$ cat config.mk
export PLATFORM = sky130hd
export DESIGN_NAME = stpmtr_ctrl
export DESIGN_NICKNAME = d
export VERILOG_FILES = /design/src/rtl/stpmtr_ctrl.sv
export SDC_FILE = /design/constraint.sdc
export NUM_CORES = 1
export LEC_CHECK = 0
export ABC_AREA = 1
export BUFFER_PORTS_ARGS = -buffer_cell sky130_fd_sc_hd__buf_2
export CORE_AREA = 4 4 57 79
export CTS_CLUSTER_DIAMETER = 150
export DETAILED_ROUTE_END_ITERATION = 8
export DIE_AREA = 0 0 61 83
export PLACE_DENSITY = 0.73
export SLEW_MARGIN = 20
export SYNTH_ARGS = -nofsm -noshare
export SYNTH_HDL_FRONTEND = slang
export SYNTH_SLANG_ARGS = --single-unit
$ cat constraint.sdc
create_clock -name clk_i -period 1.85 [get_ports clk_i]
set_input_delay 0.555 -clock clk_i [delete_from_list [all_inputs] [get_ports clk_i]]
set_output_delay 0.555 -clock clk_i [all_outputs]
set_load 0.05 [all_outputs]
$ cat src/rtl/stpmtr_ctrl.sv
// Stepper-motor position controller: steps pos_o towards a clamped absolute target with dir setup,
// programmable pulse rate and abort. Optional end ramps with STPMTR_RAMP_EN.
module stpmtr_ctrl #(
  parameter int unsigned POS_W      = 8,
  parameter int unsigned POS_MAX    = 240,
  parameter int unsigned HALF_PER   = 1,
  parameter int unsigned DIR_SETUP  = 2,
  parameter int unsigned RAMP_STEPS = 4
) (
  input  logic             clk_i,
  input  logic             rst_i,
  input  logic [POS_W-1:0] pos_i,
  input  logic             valid,
  input  logic             stop_i,
  output logic             ack,
  output logic             busy_o,
  output logic [POS_W-1:0] pos_o,
  output logic             dir,
  output logic             pulse
);

  localparam int unsigned SLOW_PER = 2 * HALF_PER;
  localparam int unsigned CNT_MAX  = (DIR_SETUP > SLOW_PER) ? DIR_SETUP : SLOW_PER;
  localparam int unsigned CNT_W    = $clog2(CNT_MAX) + 1;
  localparam logic [POS_W-1:0] POS_LIM = POS_W'(POS_MAX);

  // Elaboration-time guard against parameter sets the datapath cannot represent.
  if (HALF_PER < 1 || DIR_SETUP < 1 || POS_MAX > (2**POS_W) - 1 || RAMP_STEPS > POS_MAX + 1)
  begin : g_param_err
    $error("stpmtr_ctrl: illegal parameter set");
  end

  typedef enum logic [2:0] {IDLE, SETUP, HIGH, LOW, ACK} state_t;

  state_t           state;
  logic [POS_W-1:0] tgt;
  logic [CNT_W-1:0] cnt;
  logic             stop_pend;
  logic [POS_W-1:0] tgt_c;
  logic [POS_W-1:0] pos_nxt_c;
  logic [CNT_W-1:0] half_len_c;

  assign tgt_c     = (pos_i > POS_LIM) ? POS_LIM : pos_i;
  assign pos_nxt_c = dir ? (pos_o - POS_W'(1)) : (pos_o + POS_W'(1));

`ifdef STPMTR_RAMP_EN
  logic [POS_W-1:0] step_idx;
  logic [POS_W-1:0] remain_c;

  // Slow half-periods for the first and last RAMP_STEPS steps of a move.
  assign remain_c   = dir ? (pos_o - tgt) : (tgt - pos_o);
  assign half_len_c = (32'(step_idx) < RAMP_STEPS || 32'(remain_c) <= RAMP_STEPS)
                      ? CNT_W'(SLOW_PER) : CNT_W'(HALF_PER);

  always_ff @(posedge clk_i or posedge rst_i) begin
    if (rst_i) begin
      step_idx <= '0;
    end else if (state == IDLE && valid) begin
      step_idx <= '0;
    end else if (state == LOW && cnt == half_len_c - CNT_W'(1)) begin
      step_idx <= step_idx + POS_W'(1);
    end
  end
`else
  assign half_len_c = CNT_W'(HALF_PER);
`endif

  always_ff @(posedge clk_i or posedge rst_i) begin
    if (rst_i) begin
      state     <= IDLE;
      ack       <= 1'b0;
      busy_o    <= 1'b0;
      pos_o     <= '0;
      dir       <= 1'b0;
      pulse     <= 1'b0;
      tgt       <= '0;
      cnt       <= '0;
      stop_pend <= 1'b0;
    end else begin
      ack <= 1'b0;
      case (state)
        IDLE: begin
          if (valid) begin
            tgt       <= tgt_c;
            cnt       <= '0;
            stop_pend <= 1'b0;
            busy_o    <= 1'b1;
            if (tgt_c == pos_o) begin
              state <= ACK;
              ack   <= 1'b1;
            end else begin
              dir   <= (tgt_c < pos_o);
              state <= SETUP;
            end
          end
        end
        SETUP: begin
          if (stop_i) begin
            state <= ACK;
            ack   <= 1'b1;
          end else if (cnt == CNT_W'(DIR_SETUP - 1)) begin
            cnt   <= '0;
            pulse <= 1'b1;
            state <= HIGH;
          end else begin
            cnt <= cnt + CNT_W'(1);
          end
        end
        HIGH: begin
          // An abort during the high phase still finishes this step.
          if (stop_i) stop_pend <= 1'b1;
          if (cnt == half_len_c - CNT_W'(1)) begin
            cnt   <= '0;
            pulse <= 1'b0;
            state <= LOW;
          end else begin
            cnt <= cnt + CNT_W'(1);
          end
        end
        LOW: begin
          if (cnt == half_len_c - CNT_W'(1)) begin
            cnt   <= '0;
            pos_o <= pos_nxt_c;
            if (pos_nxt_c == tgt || stop_pend || stop_i) begin
              state <= ACK;
              ack   <= 1'b1;
            end else begin
              pulse <= 1'b1;
              state <= HIGH;
            end
          end else begin
            cnt <= cnt + CNT_W'(1);
          end
        end
        ACK: begin
          busy_o <= 1'b0;
          state  <= IDLE;
        end
        default: begin
          busy_o <= 1'b0;
          pulse  <= 1'b0;
          state  <= IDLE;
        end
      endcase
    end
  end

endmodule

======== Word-level counts from Yosys, hierarchy flattened ========
Cells that the tools add are included.
word-level totals
  flip-flop bits (word level) ............. 26
  input bits .............................. 12
  output and inout bits ................... 12
cells by class
  add/subtract/negate cells ............... 3
  magnitude comparators ................... 2
  equality and inequality tests ........... 15
  multiplexer cells ....................... 32
  bitwise gates (word level) .............. 3
  reduce and logical (&&, ||, !) cells .... 17
operator list
  kind                 number
  $mux 3               7
  $eq 8x8->1           2
  $mux 8               2
  $ne 2x2->1 const B   7
  $mux 1               13
  $pmux 3 s4           1
  $reduce_and 3->1     3
  $add 8x1->8 const B  1
  $gt 8x8->1 const B   1
  $lt 8x8->1           1
  $mux 2               4
  $sub 8x1->8 const B  1
  $eq 3x2->1 const B   2
  $pmux 2 s3           1
  $reduce_and 2->1     3
  $reduce_and 6->1     1
  $pmux 1 s2           2
  $pmux 1 s4           1
  $reduce_and 4->1     1
  $reduce_or 2->1      2
  $eq 3x1->1 const B   1
  $eq 3x3->1 const B   1
  $logic_not 3->1      1
  $ne 3x3->1 const B   1
  other kinds (9)      12

======== Depth between registers and ports, before layout ========
  depth after elaboration ................. 8
  depth in mapped cells ................... 17

======== Worst setup path after synthesis ========
No wires, ideal clock.
  kind .................................... reg-to-reg
  start ................................... reg dir
  end ..................................... reg pulse
  arrival ................................. 2.166 ns
  data required time ...................... 1.731 ns
  slack ................................... -0.435 ns
  cell stages (with the launch flop) ...... 14
  clock period less this slack ............ 2.285 ns
  cell sequence ........................... dfrtp_1 fa_1 xnor2_1 nand2_1 nor2_2 nand2_1 nor2_1 nand2_1 nor2_2 nand2_1 nand2_1 nand2_1 nand3_1 nand2_1
on the way
  longest elaborated chain between the ends .. 6
ends and longest elaborated chain
  element                            RTL line  source
  from (decl)                        18        output logic dir,
  from (signal assigned)             92        dir <= (tgt_c < pos_o);
  $mux 8                             44        assign pos_nxt_c = dir ? (pos_o - POS_W'(1)) : (pos_o + POS_W'(1));
  net pos_nxt_c[1]                   40        logic [POS_W-1:0] pos_nxt_c;
  $eq 8x8->1                         124       if (pos_nxt_c == tgt || stop_pend || stop_i) begin
  $logic_or 1x1->1 (2 in a row)      124
  $ne 2x2->1 (no source line)        -
  $reduce_and 6->1 (no source line)  -
  to (signal assigned)               114       pulse <= 1'b0;
  to (signal assigned)               128       pulse <= 1'b1;
  to (signal assigned)               141       pulse <= 1'b0;
  to (decl)                          19        output logic pulse
The timed path passes the listed nets, and every way through them passes these cells.
A chain may end at the register's enable or synchronous reset.

======== Final worst setup path ========
  start ................................... reg pos_o[0]
  end ..................................... reg pulse
on the way
  longest elaborated chain between the ends .. 7
  elaborated cells between the ends (all ways) .. 8
ends and longest elaborated chain
  element                                            RTL line  source
  from (decl)                                        17        output logic [POS_W-1:0] pos_o,
  from (signal assigned)                             123       pos_o <= pos_nxt_c;
  $add 8x1->8 / $sub 8x1->8 (equally long branches)  44
  $mux 8 *                                           44
  net pos_nxt_c[1]                                   40
  $eq 8x8->1 *                                       124
  $logic_or 1x1->1 * (2 in a row)                    124
  $ne 2x2->1 (no source line) *                      -
  $reduce_and 6->1 (no source line) *                -
Mark *: on every way through the listed nets, which the timed path passes. The rest lies on a longest branch.

==> impl_metrics.json <==
{
  "worstSetupPathType": "reg -> reg",
  "place_hpwl_um": 3650,
  "p_per_area_mw_per_mm2": 1860,
  "grt_usage_pct": 20.9,
  "cts-root-buf": "clkbuf_8",
  "drv_slew": 0,
  "first_iter_violations": 91,
  "first_global_vias": 1858,
  "cts_htree_levels": 1,
  "grt_first_pass_wirelength_um": 8140,
  "use_met3_pct": 1.71,
  "setup_ws_ns": -0.214,
  "ant_nets": 0,
  "fp.coreArea_mm2": 0.00385,
  "cts.path.max_buffers": 2,
  "layout.nets": 366,
  "end_kind": "register",
  "syn_area_mm2": 0.00192,
  "io_pins": 24,
  "setup_viol": 4,
  "hold_path.class": "in -> async",
  "dieHeight_um": 83,
  "power.leakage_uw": 0.00136,
  "violations": "negative setup slack",
  "cp.arrival_ns": 2.23,
  "cts_buffers": 3,
  "port_buffers": 23,
  "rsz0062_at_grt": "yes",
  "start_util_pct": 49.8,
  "clk_pin_slew_ns": 0.09,
  "die_w_um": 61,
  "ys_seq_area_share_pct": 33.9,
  "diodes": 0,
  "fin_crit_ns": 2.06,
  "holdWs_ns": 0.316,
  "ys_warn_count": 0,
  "clk_latency_ns": 0.27,
  "ir_drop_uv": 1050,
  "hold_violations": 0,
  "p_total_uw": 4760,
  "synth_fp_nets": 308,
  "ys_types": 23,
  "worst_pin_slew_ns": 0.386,
  "critPathMaxFanout": 2,
  "die_area_mm2": 0.00506,
  "drv_cap": 0,
  "stdcell_count": 378,
  "grt_use_met2_pct": 36.2,
  "grt-busiest-layer": "met2",
  "drt_first_pass_iters": 4,
  "syn_area_per_cell_um2": 6.90,
  "post-route-drc-count": 0,
  "num_vias": 1882,
  "vias_per_cell": 4.98,
  "ys_ff_latch": 26,
  "grt_util_met1_pct": 26.1,
  "fmax_mhz": 485,
  "grt_antenna_before_repair": 0,
  "max_slew_margin_pct": 74.1,
  "cp.required_ns": 2.02,
  "wl_um": 4580,
  "drive_gt1_share_pct": 29.3,
  "grt_overflow": 0,
  "globalplace.congestion": 0.887,
  "cts_tree": "done",
  "run_status": "finished with violations",
  "wl_per_cell_um": 12.1,
  "dpl.cell_count": 371,
  "syn_inst": 278,
  "worstSetupStartpoint": "pos_o[0]",
  "grt_max_degree": 27,
  "skew_ns": 0.000736,
  "num_rows": 27,
  "cts_sinks": 26,
  "rr_startpoint": "pos_o[0]",
  "period_share_pct": 112,
  "start_kind": "register",
  "area_growth_pct": 33.2
}
## cell families (layout without fill, tap and decap cells)
logic type,Yosys count,count (layout),synth area share [%]
buffers and inverters,56,113,11.0
XOR/XNOR,4,4,1.83
adder cells (fa/ha/maj),18,18,12.1
flip-flops,26,26,33.9
AND/OR/NAND/NOR,140,140,31.4
AO/OA/AOI/OAI,34,34,9.66
## worst max-delay path, cell delays in order, from the launching register on
cell and delay [ns]:
dfrtp_4 0.49, fa_2 0.56, xnor2_1 0.12, nand2_1 0.08, nor2_2 0.08, nand2_1 0.06, nor2_1 0.10, nand2_1 0.07
nor2_2 0.09, nand2_2 0.06, nand2_1 0.07, nand2_1 0.06, nand3_1 0.07, nand2_1 0.06
## final cells by class
| class | instances | area (um2) |
|---|---|---|
| sequential | 26 | 661 |
| clock inverter | 1 | 30.0 |
| clock buffer | 3 | 41.3 |
| timing repair buffer | 57 | 387 |
| tap | 43 | 53.8 |
| inverter | 52 | 195 |
| multi-input combinational | 196 | 1180 |
| fill | 339 | 1300 |
## per-layer routing
metal,part of all wire (%),vias up
met4,2.0,0
li1,-,989
met3,2.7,7
met5,0,-
met2,53,32
met1,42,854
## repair_timing
item | 4_1_cts | 5_1_grt
hold buffers | 0 | 0
pin swaps | 2 | 6
setup buffers | 2 | 1
resized for setup | 12 | 16
setup endpoints to repair | 6 | 7
## layout by cell type, fill, tap and decap left out
cell type  count
nand2_1       71
inv_1         51
buf_4         32
nor2_1        23
buf_2         23
nand3_1       21
o21ai_0       20
dfrtp_1       20
nand2_2       12
ha_1          10
ha_4           6
dfrtp_2        5
a21oi_1        4
nand3_2        3
xnor2_1        3
o211ai_1       3
clkbuf_8       3
nor2_2         2
nand4_1        2
a21oi_2        2
o21ai_1        2
nor3_1         2
nor2_4         2
nand3_4        1
xor2_1         1
nor4_1         1
o31ai_1        1
o22ai_1        1
inv_2          1
a22o_1         1
fa_2           1
ha_2           1
bufinv_16      1
dfrtp_4        1
buf_12         1
buf_6          1
## cell usage after synthesis
cell type  number  area share (%)
nand2_1        79              15
nand2_2         4             1.3
clkbuf_1        3            0.59
nand4_1         2            0.65
o21ai_0        22             5.7
nor3_1          2            0.52
nor4_1          1            0.33
a22o_1          1            0.46
xor2_1          1            0.46
xnor2_1         3             1.4
a21oi_1         6             1.6
o31ai_1         1            0.39
o211ai_1        3             1.2
o22ai_1         1            0.33
dfrtp_1        26              34
nand3_2         4             2.1
buf_2           1            0.26
inv_1          52              10
fa_1            1             1.0
nor2_2          2            0.65
nor2_1         25             4.9
ha_1           17              11
nand3_1        21             5.5
## registers in the layout (all words and copies together) (netlist names)
| name | flops |
|---|---|
| pos_o | 8 |
| stop_pend | 1 |
| pulse | 1 |
| dir | 1 |
| cnt | 2 |
| ack | 1 |
| state | 3 |
| busy_o | 1 |
| tgt | 8 |
## worst paths after layout
check	cells after the start	endpoint	slack [ns]
worst max register to register	13	pulse	-0.21
worst max-delay path	13	pulse	-0.21
worst min register to register	2	pulse	0.50
worst min-delay path	3	tgt[0]	0.32
min in group clk_i	2	pulse	0.50
max in group asynchronous	3	pos_o[6]	1.25
## through the flow
step | util (%) | worst slack [ns] | setup TNS (ns) | cell area (um2)
after floorplan | - | -0.203 | -0.625 | 1930
after global placement | 60.0 | -0.297 | -1.31 | 2310
after detailed placement | 60.0 | -0.318 | -1.45 | 2310
after CTS | 64.6 | -0.217 | -0.762 | 2490
after global routing | 66.3 | -0.387 | -1.55 | 2550
final | 66.3 | -0.214 | -0.723 | 2550
## report_power, final
group          total, uW  internal (uW)  switching (uW)
Clock                472            290             183
Combinational       3260           1310            1950
Sequential          1020            835             187
Total               4760           2440            2320
Power figures use the tool's default switching activity.
